<file path="config.mk">
export PLATFORM = sky130hd
export DESIGN_NAME = mem_lsu
export DESIGN_NICKNAME = d
export VERILOG_FILES = /design/src/rtl/mem_lsu_pkg.sv /design/src/rtl/mem_lsu_lane_align.sv /design/src/rtl/mem_lsu.sv
export SDC_FILE = /design/constraint.sdc
export NUM_CORES = 1
export LEC_CHECK = 0
export CAP_MARGIN = 15
export CORE_MARGIN = 2
export CORE_UTILIZATION = 49
export DETAILED_ROUTE_END_ITERATION = 16
export PLACE_DENSITY = 0.81
export SETUP_SLACK_MARGIN = 0.4
export SLEW_MARGIN = 20
export SYNTH_ARGS = -nofsm -noshare
export SYNTH_HDL_FRONTEND = slang
export SYNTH_SLANG_ARGS = --single-unit
</file>
<file path="constraint.sdc">
create_clock -name clk -period 2.9 [get_ports clk]
set_input_delay 0.435 -clock clk [delete_from_list [all_inputs] [get_ports clk]]
set_output_delay 0.435 -clock clk [all_outputs]
set_load 0.03 [all_outputs]
</file>
<file path="src/rtl/mem_lsu_pkg.sv">
// Shared definitions for the MEM-stage load/store unit.
// Holds the access size encodings, the FSM state type and the byte-lane
// helper functions used by the lane aligner. Lane logic is fixed at 32 bits.
package mem_lsu_pkg;

  localparam logic [1:0] SZ_B = 2'b00;
  localparam logic [1:0] SZ_H = 2'b01;
  localparam logic [1:0] SZ_W = 2'b10;

  typedef enum logic [2:0] {
    ST_IDLE,
    ST_RD,
    ST_RMW_RD,
    ST_RMW_WR,
    ST_WR,
    ST_DONE
  } lsu_state_e;

  // Half at an odd address, word not on a word boundary, or the illegal size.
  function automatic logic is_misaligned(input logic [1:0] size, input logic [1:0] off);
    logic bad;
    case (size)
      SZ_B:    bad = 1'b0;
      SZ_H:    bad = off[0];
      SZ_W:    bad = (off != 2'b00);
      default: bad = 1'b1;
    endcase
    return bad;
  endfunction

  // Little-endian lane select followed by sign or zero extension.
  function automatic logic [31:0] lane_extract(input logic [31:0] word, input logic [1:0] off,
                                               input logic [1:0] size, input logic uns);
    logic [7:0]  b;
    logic [15:0] h;
    logic [31:0] r;
    b = word[{off, 3'b000} +: 8];
    h = off[1] ? word[31:16] : word[15:0];
    case (size)
      SZ_B:    r = uns ? {24'b0, b} : {{24{b[7]}}, b};
      SZ_H:    r = uns ? {16'b0, h} : {{16{h[15]}}, h};
      default: r = word;
    endcase
    return r;
  endfunction

  // Replace the addressed byte/half lane of word with the low bits of data.
  function automatic logic [31:0] lane_merge(input logic [31:0] word, input logic [31:0] data,
                                             input logic [1:0] off, input logic [1:0] size);
    logic [31:0] r;
    r = word;
    case (size)
      SZ_B: r[{off, 3'b000} +: 8] = data[7:0];
      SZ_H: begin
        if (off[1]) r[31:16] = data[15:0];
        else        r[15:0]  = data[15:0];
      end
      default: r = data;
    endcase
    return r;
  endfunction

endpackage

</file>
<file path="src/rtl/mem_lsu_lane_align.sv">
// Combinational byte-lane aligner for the load/store unit.
// Ports:
//   rdata    - word returned by memory
//   wdata    - right-aligned store data
//   off      - byte offset within the word (address bits [1:0])
//   size     - access size encoding
//   uns      - zero-extend loads when set
//   load_ext - extracted and extended load value
//   merged   - rdata with the store lane replaced by wdata
module lsu_lane_align
  import mem_lsu_pkg::*;
(
  input  logic [31:0] rdata,
  input  logic [31:0] wdata,
  input  logic [1:0]  off,
  input  logic [1:0]  size,
  input  logic        uns,
  output logic [31:0] load_ext,
  output logic [31:0] merged
);

  assign load_ext = lane_extract(rdata, off, size, uns);
  assign merged   = lane_merge(rdata, wdata, off, size);

endmodule

</file>
<file path="src/rtl/mem_lsu.sv">
// MIPS MEM-stage load/store initiator.
// Converts pipeline memory ops into req/ack transactions on a word-addressed
// memory, doing read-modify-write for sub-word stores and lane extraction with
// extension for loads. stall_M holds the pipeline until the op completes.
// Ports:
//   Mem_Read_M/Mem_Write_M/Size_M/Unsigned_M/ALU_result_M/Write_Data_M - op from EX/MEM
//   mem_req/mem_we/mem_addr/mem_wdata/mem_ack/mem_rdata - memory side
//   load_data_M, done_M, stall_M, misalign_M, bus_err_M - results back to pipeline
// Memory handshake: mem_req, mem_we, mem_addr and mem_wdata are held stable
// from the cycle mem_req rises until the cycle mem_ack is sampled high; the
// transfer happens on that clock edge and mem_req drops (or moves on to the
// write phase of a read-modify-write) on the following cycle. mem_ack while
// no request is outstanding is ignored.
module mem_lsu
  import mem_lsu_pkg::*;
#(
  parameter int ADDR_W  = 32,
  parameter int DATA_W  = 32,
  parameter int TIMEOUT = 15
) (
  input  logic              clk,
  input  logic              rst_n,
  input  logic              Mem_Read_M,
  input  logic              Mem_Write_M,
  input  logic [1:0]        Size_M,
  input  logic              Unsigned_M,
  input  logic [ADDR_W-1:0] ALU_result_M,
  input  logic [DATA_W-1:0] Write_Data_M,
  output logic              mem_req,
  output logic              mem_we,
  output logic [ADDR_W-1:0] mem_addr,
  output logic [DATA_W-1:0] mem_wdata,
  input  logic              mem_ack,
  input  logic [DATA_W-1:0] mem_rdata,
  output logic [DATA_W-1:0] load_data_M,
  output logic              done_M,
  output logic              stall_M,
  output logic              misalign_M,
  output logic              bus_err_M
);

  localparam int CNT_W = $clog2(TIMEOUT + 1);

  lsu_state_e        state, next_state;
  logic [CNT_W-1:0]  cnt;
  logic [1:0]        off_q;
  logic [1:0]        size_q;
  logic              uns_q;
  logic [DATA_W-1:0] wdata_q;
  logic [DATA_W-1:0] load_ext;
  logic [DATA_W-1:0] merged;
  logic              op_valid;
  logic              op_mis;
  logic              in_req;
  logic              timeout_hit;

  assign op_valid = Mem_Read_M | Mem_Write_M;
  assign op_mis   = is_misaligned(Size_M, ALU_result_M[1:0]);
  assign in_req   = (state == ST_RD) || (state == ST_RMW_RD) ||
                    (state == ST_RMW_WR) || (state == ST_WR);

  lsu_lane_align u_align (
    .rdata    (mem_rdata),
    .wdata    (wdata_q),
    .off      (off_q),
    .size     (size_q),
    .uns      (uns_q),
    .load_ext (load_ext),
    .merged   (merged)
  );

  always_ff @(posedge clk or negedge rst_n) begin
    if (!rst_n) state <= ST_IDLE;
    else        state <= next_state;
  end

  always_comb begin
    next_state  = state;
    stall_M     = 1'b0;
    timeout_hit = 1'b0;
    case (state)
      ST_IDLE: begin
        // Misaligned ops are rejected here without stalling the pipeline.
        if (op_valid && !op_mis) begin
          stall_M = 1'b1;
          if (Mem_Write_M) next_state = (Size_M == SZ_W) ? ST_WR : ST_RMW_RD;
          else             next_state = ST_RD;
        end
      end
      ST_RD, ST_RMW_RD, ST_RMW_WR, ST_WR: begin
        stall_M = 1'b1;
        if (mem_ack) begin
          next_state = (state == ST_RMW_RD) ? ST_RMW_WR : ST_DONE;
        end else if (cnt == CNT_W'(TIMEOUT - 1)) begin
          timeout_hit = 1'b1;
          next_state  = ST_DONE;
        end
      end
      ST_DONE: next_state = ST_IDLE;
      default: next_state = ST_IDLE;
    endcase
  end

  always_ff @(posedge clk or negedge rst_n) begin
    if (!rst_n) begin
      mem_req     <= 1'b0;
      mem_we      <= 1'b0;
      mem_addr    <= '0;
      mem_wdata   <= '0;
      load_data_M <= '0;
      done_M      <= 1'b0;
      misalign_M  <= 1'b0;
      bus_err_M   <= 1'b0;
      cnt         <= '0;
      off_q       <= 2'b00;
      size_q      <= 2'b00;
      uns_q       <= 1'b0;
      wdata_q     <= '0;
    end else begin
      // Request and pulse outputs are registered copies of the next state.
      mem_req    <= (next_state == ST_RD) || (next_state == ST_RMW_RD) ||
                    (next_state == ST_RMW_WR) || (next_state == ST_WR);
      mem_we     <= (next_state == ST_RMW_WR) || (next_state == ST_WR);
      done_M     <= (next_state == ST_DONE);
      bus_err_M  <= timeout_hit;
      misalign_M <= (state == ST_IDLE) && op_valid && op_mis;

      if (next_state != state) cnt <= '0;
      else if (in_req)         cnt <= cnt + CNT_W'(1);

      if (state == ST_IDLE && op_valid) begin
        off_q    <= ALU_result_M[1:0];
        size_q   <= Size_M;
        uns_q    <= Unsigned_M;
        wdata_q  <= Write_Data_M;
        mem_addr <= {ALU_result_M[ADDR_W-1:2], 2'b00};
        if (Mem_Write_M && Size_M == SZ_W) mem_wdata <= Write_Data_M;
      end

      if (state == ST_RMW_RD && mem_ack) mem_wdata <= merged;

      if (state == ST_RD && mem_ack) load_data_M <= load_ext;
      else if (timeout_hit)          load_data_M <= '0;
    end
  end

endmodule

</file>
==> impl_metrics.csv <==
group,metric,value,unit
synthesis,post_synth_num_cell_types,55,
global_routing,grt_pass1_wl,37.5,mm
worst_setup_path,cp.arrival,2.00,ns
global_routing,grt_pass1_vias,6972,
place,gp_routability_congestion,0.914,
place,hpwl,16.9,mm
global_routing,antenna_found_initial,0,
sta,rsz0062_at_grt,"no",
worst_setup_path,cp_max_fo,14,
global_routing,grt_max_degree,67,
layout,fill_cells,1162,
pwr,p_comb_frac,0.518,
synthesis,async_flop_share,1.00,
global_routing,grt-busiest-layer,"met2",
worst_setup_path,crit_type,"register to output pin",
flow_run,drv_cap,0,
cts,clock_latency,0.43,ns
synthesis,synth_edf_count,0,
pwr,netSwitchingPower,0.00570,W
synthesis,yosysWarnings,0,
detailed_routing,routed_via_density,6.04,
place,io_buffer_count,203,
layout,diodes,0,
pwr,pwr-share-seq,0.293,
detailed_routing,routed_wl,24.0,mm
worst_setup_path,crit_required,2.47,ns
run_status,violations,"hold timing",
floorplanning,initial_utilization,0.501,
global_routing,use_met3,0.0840,
pwr,netSwitchingFraction,0.438,
cts,cts_tree,"done",
layout,drive_above_1_share,0.0882,
cts,postCtsSetupRepairBufs,0,
worst_setup_path,cp-start-kind,"register",
detailed_routing,first_pass_iters,5,
sta,period_minus_slack,2.44,ns
floorplanning,row_count,45,
cts,cts_resized,0,
worst_setup_path,end_kind,"output pin",
global_routing,grt.total_usage,0.294,
layout,area_delta_synth_final,37.3,%
synthesis,syn_area,7620,sq um
cts,htreeDepth,4,
detailed_routing,drcViolationCount,0,
sta,setup_viol,0,
detailed_routing,drt_iter0_markers,1054,
sta,max_freq,0.410,GHz
pwr,powerDensity,1240,nW/um^2
sta,timing.hold.ws,-0.0313,ns
pwr,internal-power,0.00732,W
synthesis,ys_seq_area_frac,0.470,
detailed_routing,ant_nets,0,
sta,hold_viol,12,
cts,cts-buffers-inserted,17,
run_status,status,"finished, violations left",
layout,nets,1118,
detailed_routing,wl_per_cell,19.9,um
cts,ctsHoldBuffers,0,
cts,ctsRootBufferMaster,"clkbuf_16",
synthesis,ys_ff_latch,143,
sta,tightestPinTransition,0.907,ns
cts,path_clk_slew,0.06,ns
synthesis,synthCells,825,
floorplanning,top_level_ports,206,
floorplanning,die-area,16600,sq um
pwr,clkPwrFrac,0.189,
min_path,hold_class,"input port to asynchronous set/reset pin",
sta,relSlewSlack,0.393,
floorplanning,die_h,129,um
global_routing,use_met1,0.396,
synthesis,synthFlopType,"dfrtp_1",
cts,clock_sinks,143,
sta,final.setup.tns,0,ns
cts,cts_buffer_depth,2,
pwr,p_leak,4.77,nW
sta,worst_clock_skew,0.00841,ns
floorplanning,core_area,15200,sq um
global_routing,grt.met2_usage,0.455,
sta,drv_slew,0,
pwr,peakVddDrop,0.611,mV
global_routing,overflow,0,
floorplanning,dieWidth,129,um
sta,fin_crit_sh,0.841,
detailed_routing,vias,7295,
synthesis,avgSynthCellArea,9.23,sq um
final cells by class:
class / count / area (sq um) / share of cell area
multi-input cells: 600 / 3690 / 0.352
well taps: 188 / 235 / 0.0225
clock buffers: 20 / 467 / 0.0446
repair buffers: 226 / 2220 / 0.212
flip-flops and latches: 143 / 3580 / 0.342
clock inverters: 12 / 205 / 0.0196
inverters: 19 / 71.3 / 0.00682
critical path: stages (launching register included):
cell and delay (ns):
dfrtp_1 0.49, buf_4 0.24, or3_4 0.41, nand2_1 0.13, o21ai_0 0.13, buf_4 0.19
registers in the layout, indices dropped and copies added, names as in the netlist:
name	count
misalign_M	1
uns_q	1
bus_err_M	1
size_q	2
state	3
mem_wdata	32
mem_we	1
cnt	4
mem_req	1
wdata_q	32
mem_addr	30
off_q	2
load_data_M	32
done_M	1
synth_stat cells, types with 8 or more instances:
cell / n / area share
and2_1: 12 / 0.0099
mux2_2: 8 / 0.012
nand2b_1: 9 / 0.0074
a21oi_1: 9 / 0.0059
dfrtp_1: 143 / 0.47
clkbuf_1: 35 / 0.017
nand2_1: 273 / 0.13
mux4_2: 8 / 0.024
a221oi_1: 22 / 0.025
a211oi_1: 17 / 0.017
a31oi_1: 24 / 0.020
a22o_1: 33 / 0.038
buf_2: 17 / 0.011
inv_1: 17 / 0.0084
o22ai_1: 8 / 0.0066
nor2_1: 17 / 0.0084
a221o_1: 24 / 0.032
mux2i_1: 34 / 0.045
o21ai_0: 26 / 0.017
worst paths after layout:
check	from	end	cells past startpoint	slack (ns)
max	state[2]$_DFF_PN0_	stall_M	5	0.46
min reg2reg	mem_addr[24]$_DFFE_PN0P_	mem_addr[24]$_DFFE_PN0P_	2	0.47
min in group clk	mem_addr[24]$_DFFE_PN0P_	mem_addr[24]$_DFFE_PN0P_	2	0.47
max reg2reg	size_q[0]$_DFFE_PN0P_	mem_wdata[9]$_DFFE_PN0P_	4	0.63
min	rst_n	load_data_M[27]$_DFFE_PN0P_	1	-0.03
max in group asynchronous	rst_n	mem_addr[24]$_DFFE_PN0P_	2	2.10
stage by stage:
stage,utilization,setup slack (ns),power (W),cell area [sq um],cells
final,0.688,0.461,0.0130,10500,1208
after global routing,0.688,0.424,0.0138,10500,1208
after CTS,0.688,0.477,0.0130,10500,1208
after detailed placement,0.644,0.511,0.0105,9790,1176
after global placement,0.644,0.569,0.0103,9790,1176
after floorplan,-,0.681,0.00791,7620,826
cell families after synthesis:
kind of cell | after synthesis | synth area share
AND/OR/NAND/NOR | 349 | 0.198
AO/OA/AOI/OAI | 190 | 0.190
flip-flops | 143 | 0.470
buffers and inverters | 83 | 0.0478
multiplexers | 50 | 0.0801
adder cells (fa/ha/maj) | 7 | 0.0115
XOR/XNOR | 2 | 0.00230
other | 1 | 0.000492
routing by layer:
| metal | wire length, um | vias to the layer above |
|---|---|---|
| li1 | - | 3283 |
| met1 | 9820 | 3484 |
| met2 | 10800 | 457 |
| met3 | 2590 | 71 |
| met4 | 784 | 0 |
| met5 | 0 | - |
power groups by stage:
stage | registers (W) | clock network, W | logic, W
after global routing | 0.00391 | 0.00259 | 0.00726
after detailed placement | 0.00378 | 0 | 0.00669
after global placement | 0.00377 | 0 | 0.00657
after floorplan | 0.00480 | 0 | 0.00312
final | 0.00381 | 0.00247 | 0.00675
after CTS | 0.00378 | 0.00249 | 0.00673
layout by cell type, fill, tap and decap left out, types with 8 or more instances in the layout:
master,count
a31oi_1,24
a21oi_1,9
a211oi_1,17
a221oi_1,22
inv_1,17
clkdlybuf4s50_1,201
mux2_2,8
mux2i_1,34
mux4_2,8
buf_4,23
and2_1,11
a22o_1,33
dfrtp_1,142
nand2b_1,9
clkbuf_16,17
nor2_1,16
o21ai_0,26
o22ai_1,8
nand2_1,272
a221o_1,24
No activity file was read; power rests on OpenSTA's default activity.
